`src/rtl/muldiv_unit.sv`:
```
// Iterative multiply/divide unit owning the HI/LO pair: one bit per cycle for
// MULT/MULTU/DIV/DIVU, single-cycle MTHI/MTLO, busy/done for pipeline stalls.
module muldiv_unit #(
  parameter int WIDTH = 32
) (
  input  logic             clk,
  input  logic             rst,
  input  logic             start,
  input  logic [2:0]       op,
  input  logic [WIDTH-1:0] in1,
  input  logic [WIDTH-1:0] in2,
  output logic             busy,
  output logic             done,
  output logic [WIDTH-1:0] hi,
  output logic [WIDTH-1:0] lo
);
  localparam int CNT_W = $clog2(WIDTH + 1);

  localparam logic [2:0] OP_MULT  = 3'd1;
  localparam logic [2:0] OP_MULTU = 3'd2;
  localparam logic [2:0] OP_DIV   = 3'd3;
  localparam logic [2:0] OP_DIVU  = 3'd4;
  localparam logic [2:0] OP_MTHI  = 3'd5;
  localparam logic [2:0] OP_MTLO  = 3'd6;

  typedef enum logic [1:0] {IDLE, RUN, FIX} state_t;

  state_t               state;
  logic [CNT_W-1:0]     cnt;
  logic [2*WIDTH-1:0]   acc;       // mul: {partial, multiplier}; div: {remainder, dividend/quotient}
  logic [WIDTH-1:0]     operand;   // multiplicand or divisor magnitude
  logic                 is_div;
  logic                 neg_main;  // negate product or quotient
  logic                 neg_rem;
  logic                 div_zero;

  logic                 op_signed;
  logic                 op_div;
  logic [WIDTH-1:0]     abs_a;
  logic [WIDTH-1:0]     abs_b;

  assign op_signed = (op == OP_MULT) || (op == OP_DIV);
  assign op_div    = (op == OP_DIV) || (op == OP_DIVU);
  assign abs_a     = (op_signed && in1[WIDTH-1]) ? -in1 : in1;
  assign abs_b     = (op_signed && in2[WIDTH-1]) ? -in2 : in2;

  logic [WIDTH:0]       mul_sum;
  logic [2*WIDTH-1:0]   mul_next;
  logic [WIDTH:0]       div_trial;
  logic [2*WIDTH-1:0]   div_next;

  assign mul_sum   = {1'b0, acc[2*WIDTH-1:WIDTH]} + (acc[0] ? {1'b0, operand} : '0);
  assign mul_next  = {mul_sum, acc[WIDTH-1:1]};
  assign div_trial = {acc[2*WIDTH-1:WIDTH], acc[WIDTH-1]} - {1'b0, operand};
  // Restoring step: keep the shifted remainder when the trial subtraction borrows.
  assign div_next  = div_trial[WIDTH] ? {acc[2*WIDTH-2:0], 1'b0}
                                      : {div_trial[WIDTH-1:0], acc[WIDTH-2:0], 1'b1};

  logic [2*WIDTH-1:0]   prod_fix;
  logic [WIDTH-1:0]     quot_fix;
  logic [WIDTH-1:0]     rem_fix;

  assign prod_fix = neg_main ? -acc : acc;
  // A zero divisor leaves quotient all ones and remainder = |dividend|, which
  // sign-corrects back to the dividend; only the quotient needs overriding.
  assign quot_fix = div_zero ? '1 : (neg_main ? -acc[WIDTH-1:0] : acc[WIDTH-1:0]);
  assign rem_fix  = neg_rem ? -acc[2*WIDTH-1:WIDTH] : acc[2*WIDTH-1:WIDTH];

  always_ff @(posedge clk or posedge rst) begin
    if (rst) begin
      state    <= IDLE;
      cnt      <= '0;
      acc      <= '0;
      operand  <= '0;
      is_div   <= 1'b0;
      neg_main <= 1'b0;
      neg_rem  <= 1'b0;
      div_zero <= 1'b0;
      busy     <= 1'b0;
      done     <= 1'b0;
      hi       <= '0;
      lo       <= '0;
    end else begin
      done <= 1'b0;
      case (state)
        IDLE: begin
          if (start) begin
            if (op >= OP_MULT && op <= OP_DIVU) begin
              is_div   <= op_div;
              neg_main <= op_signed && (in1[WIDTH-1] ^ in2[WIDTH-1]);
              neg_rem  <= op_signed && in1[WIDTH-1];
              div_zero <= op_div && (in2 == '0);
              operand  <= op_div ? abs_b : abs_a;
              acc      <= {{WIDTH{1'b0}}, (op_div ? abs_a : abs_b)};
              cnt      <= CNT_W'(WIDTH);
              busy     <= 1'b1;
              state    <= RUN;
            end else if (op == OP_MTHI) begin
              hi   <= in1;
              done <= 1'b1;
            end else if (op == OP_MTLO) begin
              lo   <= in1;
              done <= 1'b1;
            end
          end
        end
        RUN: begin
          acc <= is_div ? div_next : mul_next;
          cnt <= cnt - 1'b1;
          if (cnt == CNT_W'(1)) state <= FIX;
        end
        FIX: begin
          if (is_div) begin
            hi <= rem_fix;
            lo <= quot_fix;
          end else begin
            hi <= prod_fix[2*WIDTH-1:WIDTH];
            lo <= prod_fix[WIDTH-1:0];
          end
          busy  <= 1'b0;
          done  <= 1'b1;
          state <= IDLE;
        end
        default: state <= IDLE;
      endcase
    end
  end
endmodule

```
`config.mk`:
```
export PLATFORM = sky130hd
export DESIGN_NAME = muldiv_unit
export DESIGN_NICKNAME = d
export VERILOG_FILES = /design/src/rtl/muldiv_unit.sv
export SDC_FILE = /design/constraint.sdc
export NUM_CORES = 1
export LEC_CHECK = 0
export CORE_ASPECT_RATIO = 1.4
export CORE_MARGIN = 4
export CORE_UTILIZATION = 48
export DETAILED_ROUTE_END_ITERATION = 7
export PLACE_DENSITY = 0.68
export SETUP_SLACK_MARGIN = 0.2
export SLEW_MARGIN = 20
export SYNTH_ARGS = -nofsm -noshare
export SYNTH_HDL_FRONTEND = slang
export SYNTH_SLANG_ARGS = --single-unit
```
`constraint.sdc`:
```
create_clock -name clk -period 6.89 [get_ports clk]
set_clock_uncertainty 0.05 [all_clocks]
set_input_delay 1.378 -clock clk [delete_from_list [all_inputs] [get_ports clk]]
set_output_delay 1.378 -clock clk [all_outputs]
set_load 0.05 [all_outputs]
```
==> results of run 1 <==
-- per-stage QoR --
stage          setup WS (ns)  cells  power, mW  hold slack [ns]
2_1_floorplan          0.745   1852       1.14            0.416
6_report                2.08   2303       2.22            0.425
4_1_cts                 2.16   2302       2.23            0.434
3_5_place_dp            1.95   2270       1.24            0.419
3_3_place_gp            2.01   2270       1.24            0.412
5_1_grt                 1.80   2303       2.30            0.447
-- Yosys cell counts (19+ instances only) --
cell type,number,area share
xor2_1,67,0.040
nand2_1,202,0.051
nand2b_1,20,0.0085
dfrtp_1,174,0.29
a21o_1,20,0.010
xnor2_1,107,0.063
o21ai_0,206,0.070
a31oi_1,19,0.0080
ha_1,70,0.059
o211ai_1,41,0.021
nor3_1,37,0.013
a22oi_1,21,0.011
a21oi_1,123,0.042
a211oi_1,56,0.028
nor2b_1,27,0.011
clkbuf_1,102,0.026
mux2i_1,78,0.053
inv_1,63,0.016
nor2_1,140,0.036
o22ai_1,36,0.015
o31ai_1,22,0.011
-- per-layer routing --
metal | GRT usage | vias to the layer above | part of all wire
met4 | 0.104 | 0 | 0.033
met1 | 0.376 | 6762 | 0.43
li1 | - | 6825 | -
met5 | 0 | - | 0
met3 | 0.0327 | 95 | 0.045
met2 | 0.475 | 396 | 0.49
-- worst register-to-register path: stages, from the launching register on --
cell       delay [ns]
dfrtp_1          0.52
inv_1            0.20
buf_4            0.36
nor2_1           0.09
ha_1             0.24
a211oi_1         0.23
nor2_1           0.11
o31ai_1          0.48
a221oi_1         0.15
buf_4            0.19
a2111oi_0        0.99
nor3_1           0.11
a211oi_1         0.43
nor4b_1          0.30
o31a_1           0.18
a31oi_1          0.04
-- final timing paths --
path	startpoint	end	depth (start not counted)
worst max-delay path	acc[0]	acc[60]	15
worst min-delay path	lo[12]	lo[12]	2
worst max register to register	acc[0]	acc[60]	15
worst min register to register	lo[12]	lo[12]	2
max in group asynchronous	rst	is_div	3
min in group asynchronous	rst	neg_main	2
-- layout by cell type (no fill, tap or decap), types with 6 or more instances in the layout --
cell / instances
o21ai_0: 206
nand2_1: 202
dfrtp_1: 173
nor2_1: 139
clkdlybuf4s50_1: 135
a21oi_1: 123
xnor2_1: 107
mux2i_1: 78
ha_1: 70
xor2_1: 67
inv_1: 62
a211oi_1: 56
o211ai_1: 41
nor3_1: 37
o22ai_1: 36
nor2b_1: 25
o31ai_1: 22
a22oi_1: 21
nand2b_1: 20
a21o_1: 20
a31oi_1: 19
buf_4: 19
clkbuf_16: 17
or3_1: 16
nand3_1: 15
o41ai_1: 15
and2_1: 11
nor4_1: 10
o21a_1: 10
nand4_1: 9
or4_1: 8
nor4b_1: 7
and3_1: 6
nand3b_1: 6
a221oi_1: 6
-- registers in the layout (all words and copies together) (netlist names) --
name      count
acc          64
busy          1
cnt           6
div_zero      1
done          1
hi           32
is_div        1
lo           32
neg_main      1
neg_rem       1
operand      32
state         2
-- final cells by class --
class                           count  area [sq um]  area share
Tap cell                          385           482      0.0284
Sequential cell                   174          4360       0.257
Clock buffer                       20           457      0.0269
Inverter                           63           241      0.0142
Multi-Input combinational cell   1493          9760       0.575
Timing Repair Buffer              156          1530      0.0904
Clock inverter                     12           136     0.00804
-- logic make-up after synthesis --
| family | count (synthesis) | share of synthesized area |
|---|---|---|
| compound gates | 628 | 0.265 |
| xor+xnor | 174 | 0.103 |
| fa+ha+maj | 72 | 0.0619 |
| buf+inv | 185 | 0.0495 |
| flops | 174 | 0.294 |
| mux | 78 | 0.0528 |
| simple gates | 541 | 0.174 |
-- power by group through the flow --
| stage | Combinational (mW) | Sequential (mW) | Clock (mW) |
|---|---|---|---|
| floorplan | 0.100 | 1.04 | 0 |
| global placement | 0.198 | 1.04 | 0 |
| detailed placement | 0.198 | 1.04 | 0 |
| CTS | 0.200 | 1.02 | 1.01 |
| global route | 0.219 | 1.02 | 1.05 |
| finish | 0.201 | 1.02 | 0.999 |
==> results.cfg, run 1 <==
[final_layout]
final_util = 0.561
n_antenna_cell = 0
fillCellCount = 2825
layout-drive-gt1-share = 0.0422
fin_area_sq_um = 17000
nNetsFinal = 2047
area_delta_synth_final_pct = 14.7

[detailed_routing]
vias = 14100
drt_iter0_markers = 1052
firstDrtPassIters = 5
ant_nets = 0
wl_um = 48600
routed_via_density = 6.11
drcViolationCount = 0
routedWlPerCell_um = 21.1

[clock_tree]
numCtsBuffers = 17
cts_tree = built
cts_root_buf = clkbuf_16
hold_buffers = 0
clkSlewWorstSetupHoldPaths_ns = 0.07
postCtsResizedCells = 0
cts_sinks = 174
cts_setup_buffers = 0
clockBufferDepth = 2
clk_latency_ns = 0.46
htree_levels = 4

[logic_synthesis]
ys.flop_type = dfrtp_1
yosysWarnings = 0
syn-num-nets = 1994
syn-cell-area_sq_um = 14800
synth-seq-cells = 174
synth_cell_types = 77
synth_edf_count = 0
postSynthCellCount = 1852
synthArstFlopShare = 1.00
synth_seq_area_share = 0.294
avgSynthCellArea_sq_um = 7.99

[worst_setup_path]
r2r_slack_ns = 2.08
cp.arrival_ns = 5.07
start_kind = flip-flop
required_ns = 7.15
setup.worst_path.end_class = flip-flop
crit_fanout = 30
path_cells = inv_1, buf_4, nor2_1, ha_1, a211oi_1, nor2_1, o31ai_1, a221oi_1, buf_4, a2111oi_0, nor3_1, a211oi_1, nor4b_1, o31a_1, a31oi_1
worst-setup-path-type = reg -> reg
crit_family = compound AO/OA/AOI/OAI gates
slowest_stage = a2111oi_0
cp_num_buf_inv = 3
slowest_delay_ns = 0.99

[sta]
fin_setup_tns_ns = 0
finalHoldViolations = 0
tightest_slew_ns = 1.17
post-route-period-util = 0.699
rsz0062_at_grt = no
fmax_mhz = 208
setup_viol = 0
period_needed_ns = 4.81
drv_slew = 0
maxSlewHeadroom = 0.198

[power]
peakVddDrop_mv = 0.127
switchingPower_uw = 569
power_frac_clock = 0.450
internal-power_mw = 1.65
p_leak_nw = 6.75
p_comb_frac = 0.090
power.share.switching = 0.256
seq_power_share = 0.460
power_density_nw_per_um2 = 131

[grt]
overflow = 0
grt_max_degree = 105
grt_use_total = 0.284
grt_pass1_wl_um = 76300
grt_pass1_vias = 13600
antenna_found_initial = 0

[die]
die_w_um = 156
coreArea_sq_um = 30200
die_h_um = 216
rows = 75
start_util = 0.490
ios = 136
dieArea_sq_um = 33700

[placement]
hpwl_um = 36600
numPortBuffers = 135
placed_cell_area_sq_um = 16400
gp_congestion = 0.943

[outcome]
status = finished clean

[min_path]
hold_path_class = reg -> reg

[run]
max_cap_violations = 0
No activity file was read; power rests on OpenSTA's default activity.
==> run 2: changes to the inputs <==
--- a/config.mk
+++ b/config.mk
@@ -9,7 +9,7 @@
 export CORE_MARGIN = 4
 export CORE_UTILIZATION = 48
 export DETAILED_ROUTE_END_ITERATION = 7
-export PLACE_DENSITY = 0.68
+export PLACE_DENSITY = 0.7
 export SETUP_SLACK_MARGIN = 0.2
 export SLEW_MARGIN = 20
 export SYNTH_ARGS = -nofsm -noshare
==> constraint.sdc (replaced) <==
create_clock -name clk -period 3.9 [get_ports clk]
set_clock_uncertainty 0.05 [all_clocks]
set_input_delay 0.78 -clock clk [delete_from_list [all_inputs] [get_ports clk]]
set_output_delay 0.78 -clock clk [all_outputs]
set_load 0.05 [all_outputs]
==> results.cfg, run 2 (synthesis results as in run 1) <==
[detailed_routing]
firstDrtPassIters = 8
routedWlPerCell_um = 21.2
drt_iter0_markers = 1033
ant_nets = 0
routed_via_density = 6.12
wl_um = 51200
vias = 14800
drcViolationCount = 0

[clock_tree]
clockBufferDepth = 2
cts_tree = built
cts_sinks = 174
clk_latency_ns = 0.46
cts_root_buf = clkbuf_16
clkSlewWorstSetupHoldPaths_ns = 0.07
numCtsBuffers = 17
htree_levels = 4

[die]
dieArea_sq_um = 33700
rows = 75
coreArea_sq_um = 30200
die_h_um = 216
ios = 136
die_w_um = 156
start_util = 0.490

[final_layout]
largest-register = acc
layout-drive-gt1-share = 0.111
fin_cells = 2419
fillCellCount = 2723
final_util = 0.597
fin_area_sq_um = 18000
ff_latch_area_sq_um = 4360
layout_commonest_cell = o21ai_0
nNetsFinal = 2165
largest_register_ffs = 64
final_cell_mix = 203 x o21ai_0, 201 x nand2_1, 172 x dfrtp_1
area_delta_synth_final_pct = 22.0
n_antenna_cell = 0
multiInputGateArea_sq_um = 9950

[worst_setup_path]
slowest_stage = or4_1
slowest_delay_ns = 0.61
crit_fanout = 6
setup.worst_path.end_class = flip-flop
path_cells = or4_1, nor4_4, buf_4, nand3_2, or3_1, or2_4, and2_4, o41a_1, xor2_1, nand2_1, o21ai_1
required_ns = 4.23
worst-setup-path-type = reg -> reg
start_kind = flip-flop
cp.arrival_ns = 3.93
r2r_cells = 11
r2r_slack_ns = 0.29

[placement]
placed_cell_area_sq_um = 17300
numPortBuffers = 135
dp_cells = 2386
gp_congestion = 0.943
hpwl_um = 38900
dp_worst_setup_slack_ns = -0.0618

[sta]
tightest_slew_ns = 0.952
maxSlewHeadroom = 0.365
layout_setup_ws_ns = 0.292
setup_viol = 0
period_needed_ns = 3.61
holdWs_ns = 0.425
finalHoldViolations = 0
fin_setup_tns_ns = 0
fmax_mhz = 277
post-route-period-util = 0.925
rsz0062_at_grt = yes
drv_slew = 0

[power]
power_mw = 3.80
p_leak_nw = 7.34
peakVddDrop_mv = 0.217
power_density_nw_per_um2 = 211

[grt]
overflow = 0
antenna_found_initial = 0
grt_use_total = 0.294
grt_pass1_wl_um = 78800
grt_pass1_vias = 14500
grt_max_degree = 97

[min_path]
hold_path_class = reg -> reg
holdPathStages = 2

[outcome]
status = finished clean

[run]
max_cap_violations = 0
## run 2: cell type report
cell class	instances	area share
clock buffer	23	0.0248
clock inverter	7	0.00375
inverter	63	0.0133
multi-input combinational	1493	0.552
sequential	174	0.241
tap	385	0.0267
timing repair buffer	274	0.138
## run 2: what timing repair did
item / 4_1_cts / 5_1_grt
hold buffers: 0 / 0
gates resized for setup: 3 / 38
pin swaps: 0 / 10
setup endpoints to repair: 24 / 37
setup buffers: 0 / 3
## run 2: power by group
part	leakage, nW	total, mW	switching [mW]	internal, mW
registers	1.91	1.81	0.000738	1.81
logic	5.19	0.399	0.233	0.166
clock network	0.243	1.60	0.730	0.866
total	7.34	3.80	0.963	2.84
## run 2: path summary, 6_finish.rpt
kind,from,endpoint
min reg2reg,lo[2],lo[2]
min in group asynchronous,rst,operand[27]
max,acc[16],hi[17]
max reg2reg,acc[16],hi[17]
min,lo[2],lo[2]
max in group asynchronous,rst,acc[25]
## run 2: routing by layer
metal  GRT usage  part of all wire  wire length [um]
met1       0.374              0.41             21000
met2       0.514              0.51             25900
met3      0.0261             0.052              2650
met4       0.111             0.032              1620
met5           0                 0                 0
## run 2: critical path, delay by kind of cell, from the launching register on
family | cells | cell delay, ns
flip-flops | 1 | 0.46
AO/OA/AOI/OAI | 2 | 0.50
buffers and inverters | 1 | 0.18
AND/OR/NAND/NOR | 7 | 2.05
XOR/XNOR | 1 | 0.28
==> run 3: changes to the inputs <==
--- a/config.mk
+++ b/config.mk
@@ -6,9 +6,10 @@
 export NUM_CORES = 1
 export LEC_CHECK = 0
 export CORE_ASPECT_RATIO = 1.4
-export CORE_MARGIN = 4
+export CORE_MARGIN = 2
 export CORE_UTILIZATION = 48
 export DETAILED_ROUTE_END_ITERATION = 7
+export GPL_TIMING_DRIVEN = 0
 export PLACE_DENSITY = 0.7
 export SETUP_SLACK_MARGIN = 0.2
 export SLEW_MARGIN = 20
==> results.cfg, run 3 (synthesis results as in run 1) <==
[sta]
period_needed_ns = 3.68
rsz0062_at_grt = yes
fin_setup_tns_ns = 0
fmax_mhz = 272
maxSlewHeadroom = 0.252
tightest_slew_ns = 1.12
drv_slew = 0
layout_setup_ws_ns = 0.224
post-route-period-util = 0.942
setup_viol = 0
finalHoldViolations = 0
holdWs_ns = 0.427

[final_layout]
largest-register = acc
n_antenna_cell = 0
fin_area_sq_um = 18300
largest_register_ffs = 64
fillCellCount = 2749
area_delta_synth_final_pct = 23.6
final_cell_mix = 201 x nand2_1, 179 x o21ai_0, 169 x dfrtp_1
layout-drive-gt1-share = 0.0880
nNetsFinal = 2188
layout_commonest_cell = nand2_1
fin_cells = 2447

[die]
ios = 136
die_w_um = 152
die_h_um = 212
start_util = 0.485
coreArea_sq_um = 30500
rows = 76
dieArea_sq_um = 32300

[detailed_routing]
routed_via_density = 6.18
firstDrtPassIters = 7
wl_um = 57900
vias = 15100
routedWlPerCell_um = 23.6
drt_iter0_markers = 1257
drcViolationCount = 0
ant_nets = 0

[worst_setup_path]
start_kind = flip-flop
worst-setup-path-type = reg -> reg
setup.worst_path.end_class = flip-flop
required_ns = 4.13
crit_fanout = 7
cp.arrival_ns = 3.91

[clock_tree]
numCtsBuffers = 17
cts_tree = built
clockBufferDepth = 2
clk_latency_ns = 0.46
clkSlewWorstSetupHoldPaths_ns = 0.07
htree_levels = 4
cts_root_buf = clkbuf_16
hold_buffers = 0
cts_sinks = 174

[power]
seq_power_share = 0.450
internal-power_mw = 2.99
power.share.switching = 0.255
switchingPower_mw = 1.02
power_frac_clock = 0.450
p_leak_nw = 7.27
peakVddDrop_mv = 0.214
p_comb_frac = 0.100
power_density_nw_per_um2 = 219

[placement]
dp_worst_setup_slack_ns = -1.14
hpwl_um = 45300
dp_cells = 2379
numPortBuffers = 131
placed_cell_area_sq_um = 16700
gp_congestion = 1.06

[run]
max_cap_violations = 0

[grt]
antenna_found_initial = 0
grt_pass1_wl_um = 87300
use_met1 = 0.390
grt_use_met2 = 0.647
use_met3 = 0.0411
grt_use_total = 0.355
overflow = 0
grt_pass1_vias = 15300
grt_max_degree = 35
grt_busiest_layer = met2

[min_path]
hold_path_class = reg -> reg

[outcome]
status = finished clean
## run 3: changes by cell type in the layout (fill, tap and decap cells not counted), moves of 6 or more
| cell | before | now |
|---|---|---|
| clkdlybuf4s50_1 | 135 | 124 |
| o21ai_0 | 203 | 179 |
| dlymetal6s2s_1 | 0 | 6 |
| buf_1 | 0 | 11 |
| o21ai_1 | 6 | 26 |
| clkbuf_1 | 6 | 94 |
| buf_4 | 131 | 39 |
## run 3: layer usage
metal | share of wire | vias up
met5 | 0 | -
met4 | 0.069 | 0
met2 | 0.51 | 577
li1 | - | 7101
met1 | 0.37 | 7259
met3 | 0.051 | 195
## run 3: final timing paths
path | from | to | slack [ns] | depth (start not counted)
max reg2reg | acc[31] | acc[60] | 0.22 | 16
min in group asynchronous | rst | acc[24] | 0.65 | 2
min | lo[24] | lo[24] | 0.43 | 2
min reg2reg | lo[24] | lo[24] | 0.43 | 2
max | acc[31] | acc[60] | 0.22 | 16
max in group asynchronous | rst | acc[0] | 2.18 | 5
## run 3: worst max-delay path, stage by stage (launching register included)
cell and delay [ns]:
dfrtp_2 0.45, inv_2 0.06, ha_4 0.16, fa_2 0.36
nor2b_2 0.14, o211ai_1 0.13, a31oi_2 0.33, o21ai_4 0.13
a2111oi_4 0.39, or2_1 0.16, clkbuf_8 0.13, a31oi_4 0.12
or2_4 0.29, buf_12 0.15, buf_12 0.15, mux2i_2 0.17
a31oi_1 0.10
## run 3: layout make-up
| cell class | count | area, sq um | area share |
|---|---|---|---|
| Inverter | 63 | 240 | 0.0131 |
| Buffer | 122 | 582 | 0.0318 |
| Clock buffer | 21 | 460 | 0.0252 |
| Sequential cell | 174 | 4360 | 0.239 |
| Tap cell | 390 | 488 | 0.0267 |
| Clock inverter | 9 | 136 | 0.00746 |
| Timing Repair Buffer | 175 | 1810 | 0.0989 |
| Multi-Input combinational cell | 1493 | 10200 | 0.558 |
## run 3: power by group through the flow
stage / logic (mW) / clock network [mW] / registers (mW)
floorplan: 0.178 / 0 / 1.84
global placement: 0.367 / 0 / 1.84
detailed placement: 0.382 / 0 / 1.84
CTS: 0.389 / 1.80 / 1.81
global route: 0.429 / 1.88 / 1.80
finish: 0.400 / 1.81 / 1.81
## run 3: repair_timing
action                     4_1_cts  5_1_grt
setup endpoints to repair       71       62
gates cloned                     1        2
pin swaps                       12       24
resized for setup               86       80
buffers inserted                18       17
## run 3: per-stage QoR
stage / power, mW / utilization
2_1_floorplan: 2.02 / -
3_3_place_gp: 2.21 / 0.544
3_5_place_dp: 2.22 / 0.548
4_1_cts: 4.00 / 0.586
5_1_grt: 4.12 / 0.599
6_report: 4.01 / 0.599
